**src/rtl/ps2_kbd_ctrl.sv**
```systemverilog
// PS/2 Set-2 scancode controller: folds E0/F0/E1 prefixes into 10-bit key events,
// buffers them in a FIFO and exposes DATA/STATUS/CTRL registers plus a level irq.
module ps2_kbd_ctrl #(
  parameter int unsigned FIFO_DEPTH = 16
) (
  input  logic        clk,
  input  logic        reset_ni,
  input  logic [7:0]  ps2_code_i,
  input  logic        ps2_strobe_i,
  input  logic        ps2_err_i,
  input  logic        sel_i,
  input  logic        we_i,
  input  logic [1:0]  addr_i,
  input  logic [31:0] wdata_i,
  output logic [31:0] rdata_o,
  output logic        irq_o
);

  localparam int unsigned AW = $clog2(FIFO_DEPTH);
  localparam int unsigned CW = AW + 1;

  typedef enum logic [2:0] {S_IDLE, S_EXT, S_BRK, S_EXT_BRK, S_SKIP} state_e;

  state_e          state_q, state_d;
  logic [2:0]      skip_q, skip_d;
  logic [9:0]      mem [FIFO_DEPTH];
  logic [AW-1:0]   wptr_q, rptr_q;
  logic [CW-1:0]   count_q, count_d;
  logic            ovf_q, ovf_d, err_q, err_d, en_q, en_d, irq_en_q, irq_en_d, irq_q;
  logic [31:0]     rdata_q, rdata_d;

  logic            rd, wr, ne, full, pop, flush, err_set, evt_v, push, ovf_set;
  logic [9:0]      evt;
  logic            unused_wdata;

  assign unused_wdata = ^wdata_i[31:4];

  assign rd      = sel_i & ~we_i;
  assign wr      = sel_i & we_i;
  assign ne      = (count_q != '0);
  assign full    = (count_q == CW'(FIFO_DEPTH));
  assign pop     = rd & (addr_i == 2'd0) & ne;
  assign flush   = wr & (addr_i == 2'd2) & wdata_i[2];
  assign err_set = en_q & ps2_err_i;

  always_comb begin
    state_d = state_q;
    skip_d  = skip_q;
    evt_v   = 1'b0;
    evt     = '0;
    if (!en_q || err_set || flush) begin
      state_d = S_IDLE;
    end else if (ps2_strobe_i) begin
      case (state_q)
        S_IDLE: begin
          if (ps2_code_i == 8'hE0)      state_d = S_EXT;
          else if (ps2_code_i == 8'hF0) state_d = S_BRK;
          else if (ps2_code_i == 8'hE1) begin
            state_d = S_SKIP;
            skip_d  = 3'd7;
          end else begin
            evt_v = 1'b1;
            evt   = {2'b00, ps2_code_i};
          end
        end
        S_EXT: begin
          if (ps2_code_i == 8'hF0) state_d = S_EXT_BRK;
          else if (ps2_code_i != 8'hE0) begin
            evt_v   = 1'b1;
            evt     = {2'b01, ps2_code_i};
            state_d = S_IDLE;
          end
        end
        S_BRK: begin
          if (ps2_code_i == 8'hE0) state_d = S_EXT_BRK;
          else if (ps2_code_i != 8'hF0) begin
            evt_v   = 1'b1;
            evt     = {2'b10, ps2_code_i};
            state_d = S_IDLE;
          end
        end
        S_EXT_BRK: begin
          if (ps2_code_i != 8'hE0 && ps2_code_i != 8'hF0) begin
            evt_v   = 1'b1;
            evt     = {2'b11, ps2_code_i};
            state_d = S_IDLE;
          end
        end
        S_SKIP: begin
          // Pause sequence: swallow the 7 trailing bytes, emit one extended E1 event.
          skip_d = skip_q - 3'd1;
          if (skip_q == 3'd1) begin
            evt_v   = 1'b1;
            evt     = {2'b01, 8'hE1};
            state_d = S_IDLE;
          end
        end
        default: state_d = S_IDLE;
      endcase
    end
  end

  // A same-cycle pop frees a slot, so a push into a full FIFO still lands.
  assign push    = evt_v & (~full | pop);
  assign ovf_set = evt_v & full & ~pop;

  always_comb begin
    if (flush) count_d = '0;
    else       count_d = count_q + CW'(push) - CW'(pop);

    ovf_d    = (ovf_q & ~(wr & (addr_i == 2'd1) & wdata_i[2])) | ovf_set;
    err_d    = (err_q & ~(wr & (addr_i == 2'd1) & wdata_i[3])) | err_set;
    en_d     = (wr && addr_i == 2'd2) ? wdata_i[0] : en_q;
    irq_en_d = (wr && addr_i == 2'd2) ? wdata_i[1] : irq_en_q;

    rdata_d = rdata_q;
    if (rd) begin
      case (addr_i)
        2'd0:    rdata_d = ne ? {1'b1, 21'b0, mem[rptr_q]} : '0;
        2'd1:    rdata_d = {16'b0, 8'(count_q), 4'b0, err_q, ovf_q, full, ne};
        2'd2:    rdata_d = {30'b0, irq_en_q, en_q};
        default: rdata_d = '0;
      endcase
    end
  end

  always_ff @(posedge clk) begin
    if (!reset_ni) begin
      state_q  <= S_IDLE;
      skip_q   <= '0;
      wptr_q   <= '0;
      rptr_q   <= '0;
      count_q  <= '0;
      ovf_q    <= 1'b0;
      err_q    <= 1'b0;
      en_q     <= 1'b1;
      irq_en_q <= 1'b0;
      irq_q    <= 1'b0;
      rdata_q  <= '0;
    end else begin
      state_q  <= state_d;
      skip_q   <= skip_d;
      count_q  <= count_d;
      ovf_q    <= ovf_d;
      err_q    <= err_d;
      en_q     <= en_d;
      irq_en_q <= irq_en_d;
      irq_q    <= irq_en_d & (count_d != '0);
      rdata_q  <= rdata_d;
      if (flush) begin
        wptr_q <= '0;
        rptr_q <= '0;
      end else begin
        if (push) wptr_q <= wptr_q + AW'(1);
        if (pop)  rptr_q <= rptr_q + AW'(1);
      end
    end
  end

  always_ff @(posedge clk) begin
    if (reset_ni && push) mem[wptr_q] <= evt;
  end

  assign rdata_o = rdata_q;
  assign irq_o   = irq_q;

endmodule

```
**config.mk**
```make
export PLATFORM = sky130hd
export DESIGN_NAME = ps2_kbd_ctrl
export DESIGN_NICKNAME = d
export VERILOG_FILES = /design/src/rtl/ps2_kbd_ctrl.sv
export SDC_FILE = /design/constraint.sdc
export NUM_CORES = 1
export LEC_CHECK = 0
export ABC_CLOCK_PERIOD_IN_PS = 4000
export BUFFER_PORTS_ARGS = -buffer_cell sky130_fd_sc_hd__buf_2
export CAP_MARGIN = 0
export CORE_ASPECT_RATIO = 1.1
export CORE_MARGIN = 2
export CORE_UTILIZATION = 55
export DETAILED_ROUTE_END_ITERATION = 16
export GPL_TIMING_DRIVEN = 0
export HOLD_SLACK_MARGIN = 0.03
export PLACE_DENSITY = 0.75
export SLEW_MARGIN = 20
export SYNTH_ARGS = -nofsm -noshare
export SYNTH_HDL_FRONTEND = slang
export SYNTH_SLANG_ARGS = --single-unit
```
**constraint.sdc**
```tcl
create_clock -name clk -period 4 [get_ports clk]
set_clock_uncertainty 0.2 [all_clocks]
set_input_delay 0.8 -clock clk [delete_from_list [all_inputs] [get_ports clk]]
set_output_delay 0.8 -clock clk [all_outputs]
set_load 0.05 [all_outputs]
```
==> results.py <==
metrics = {
    "final_layout": {
        "area_delta_synth_final_pct": 16.7,
        "nets": 688,
        "drive_gt1_share_pct": 26.9,
        "mostFrequentLayoutCell": "edfxtp_1",
        "diodes": 0,
        "layout_common_cells": "160 x edfxtp_1, 49 x buf_2, 42 x dfxtp_1, 39 x mux4_2, 32 x nor2_1",
    },
    "global_routing": {
        "busiest_layer": "met2",
        "grt-ovfl-total": 0,
        "use_met2_pct": 38.8,
        "track_usage_pct": 22.9,
        "grt_start_max_net_pins": 17,
        "grt_pass1_vias": 5033,
        "grt_pass1_wl_microns": 28300,
        "antenna_found_initial": 0,
        "gr-usage-met3_pct": 2.78,
        "grt_util_met1_pct": 31.0,
    },
    "min_path": {
        "hold_depth": 2,
        "whs_endpoint": "ovf_q$_SDFF_PN0_",
        "worstHoldStart": "ovf_q$_SDFF_PN0_",
        "holdCritPathClass": "flop to flop",
    },
    "clock_network": {
        "clk_pin_slew_ps": 70,
        "clock_path_buffers": 3,
        "cts_sinks": 202,
        "cts-resized-gates": 0,
        "worstSkewPairLatency_ps": 490,
        "htreeDepth": 1,
        "post_cts_buffers": 0,
        "cts_buffers": 21,
        "tritoncts": "built",
        "root_buffer": "clkbuf_16",
        "ctsHoldBuffers": 0,
    },
    "place": {
        "dp_slack_ps": -170,
        "dp_hpwl_microns": 12800,
        "gp_congestion": 0.884,
        "port_buffers": 34,
    },
    "die": {
        "core_area_sq_mm": 0.0149,
        "die_area_sq_mm": 0.0162,
        "io_pins": 81,
        "die_x_microns": 122,
        "core.rowCount": 47,
        "start_util_pct": 56.0,
        "dieHeight_microns": 133,
    },
    "critical_path": {
        "rr_startpoint": "count_q[2]$_SDFF_PN0_",
        "reg2reg_depth": 15,
        "crit_type": "input port to flop",
        "rrSetupSlack_ps": 260,
        "r2r_end": "irq_o$_SDFF_PN0_",
        "crit_required_ps": 4160,
        "cp-start-kind": "input port",
        "crit_arrival_ps": 3910,
        "worst-path-max-fanout": 10,
        "worstSetupEndpointType": "flop",
    },
    "timing": {
        "slew_violations": 0,
        "fmax_mhz": 267,
        "period_minus_slack_ps": 3750,
        "slew_headroom_pct": 25.1,
        "hold_violations": 0,
        "tightest_slew_ps": 1120,
        "hold_ws_ps": 293,
        "finalCritPeriodShare_pct": 93.7,
        "fin_setup_tns_ps": 0,
        "setup_ws_ps": 254,
        "finalSetupViolations": 0,
        "rsz0062_at_grt": "no",
    },
    "routing": {
        "drtIter0Drc": 554,
        "vias_per_cell": 6.01,
        "route.detailed.drc": 0,
        "ant_nets": 0,
        "vias": 5024,
        "routed_wl_microns": 18400,
        "dr.pass1.iters": 6,
        "wire_per_inst_microns": 22.0,
    },
    "power": {
        "clock_power_share_pct": 42.5,
        "pwr-share-comb_pct": 8.7,
        "p_leak_nw": 3.37,
        "cellPowerDensity_mw_per_mm2": 486,
        "switching_share_pct": 22.7,
        "pwr-share-seq_pct": 48.8,
        "ir_drop_mv": 0.329,
        "finalPower_mw": 4.75,
        "p_int_mw": 3.67,
        "p_switching_mw": 1.08,
    },
    "logic_synthesis": {
        "synth-simple-area-share_pct": 7.75,
        "post-synth-top-area-cell": "edfxtp_1",
        "synth_fa_ha_area_share_pct": 2.04,
        "async_reset_ff_share_pct": 0,
        "ys_seq_area_share_pct": 67.5,
        "synth_top_family_by_area": "multiplexers",
        "muxShareOfSynthArea_pct": 11.0,
        "synth_ff_type": "edfxtp_1",
        "syn_avg_cell_area_sq_um": 15.6,
        "synth_xor_area_share_pct": 0.838,
        "synthTopCellsByArea": "edfxtp_1 57%, mux4_2 11%, dfxtp_1 10%",
        "synth_compound_area_share_pct": 7.02,
        "synth_top_area_share_pct": 57.5,
        "synth.ff_latch_count": 202,
        "synthDistinctLibCells": 51,
        "syn_area_sq_mm": 0.00836,
        "synth_warnings": 0,
        "synthCells": 537,
        "synth_edf_count": 160,
    },
    "run_status": {
        "outcome": "completed",
    },
    "flow_run": {
        "cap_violations": 0,
    },
}
registers in the layout, indices dropped and copies added, names as in the netlist, 3 cells and up, named ones only:
signal and flops:
count_q 5, mem 160, rdata_o 14, rptr_q 4, skip_q 3, state_q 3, wptr_q 4
critical path, stage by stage:
cell	delay (ps)
buf_2	130
nand2b_1	140
clkbuf_1	200
nor4_1	620
clkbuf_1	450
nand2_1	170
o21ai_0	120
ha_1	200
inv_1	60
fa_1	390
inv_1	70
a21oi_1	60
o21bai_1	170
xnor2_1	180
a41oi_1	140
synth_stat cells, drive strengths merged (2+ instances only):
cell type,count
a211oi,2
a21oi,21
a221oi,3
a222oi,4
a22oi,20
a32o,4
a41oi,2
and2,6
and3,5
buf,29
clkbuf,14
dfxtp,42
edfxtp,160
ha,12
inv,17
mux2i,4
mux4,39
nand2,28
nand2b,3
nand3,9
nand4,3
nor2,35
nor2b,8
nor3,6
nor4,7
nor4b,7
o211ai,3
o21ai,12
o31ai,6
or2,3
or3,2
xnor2,5
xor2,3
layout make-up:
type	count	area [sq um]
Clock inverter	15	198
Clock buffer	21	526
Inverter	18	67.6
Buffer	43	250
Multi-Input combinational cell	291	2560
Sequential cell	202	5650
Timing Repair Buffer	50	269
Tap cell	196	245
Fill cell	1006	5180
per-stage QoR:
step                      util (%)  cell area (sq um)  instances
final                         65.3               9760        836
after global routing          65.3               9760        836
after CTS                     65.2               9740        836
after detailed placement      60.4               9020        800
after global placement        59.2               8840        784
after floorplan                  -               8420        554
power groups by stage:
stage | Combinational [mW] | Sequential [mW] | Clock (mW)
after floorplan | 0.287 | 2.37 | 0
after global placement | 0.379 | 2.36 | 0
after detailed placement | 0.401 | 2.36 | 0
after CTS | 0.406 | 2.31 | 2.03
after global routing | 0.445 | 2.32 | 2.10
final | 0.413 | 2.31 | 2.02
worst max path at each step:
stage,start,to,cells after the start
6_report,we_i,irq_o$_SDFF_PN0_,15
5_1_grt,we_i,irq_o$_SDFF_PN0_,15
4_1_cts,count_q[2]$_SDFF_PN0_,irq_o$_SDFF_PN0_,15
3_5_place_dp,we_i,irq_o$_SDFF_PN0_,15
3_3_place_gp,we_i,mem[10][2]$_DFFE_PP_,7
2_1_floorplan,we_i,mem[0][0]$_DFFE_PP_,7
logic make-up (layout without fill, tap and decap cells):
group	count (synthesis)	count (layout)
xor gates and xnor gates	8	8
buffers and inverters	61	147
AOI/OAI and AO/OA	82	82
muxes	43	43
adders and majority gates	13	13
other	1	18
DFF	202	202
and+or+nand+nor	127	127
layer usage:
metal  vias to the layer above  part of all wire [%]  wire [microns]
met1                      2531                    41            7520
met4                         0                   3.1             572
met3                        37                   5.3             982
met5                         -                     0               0
met2                       205                    51            9290
li1                       2251                     -               -
(Power assumes the default switching activity.)
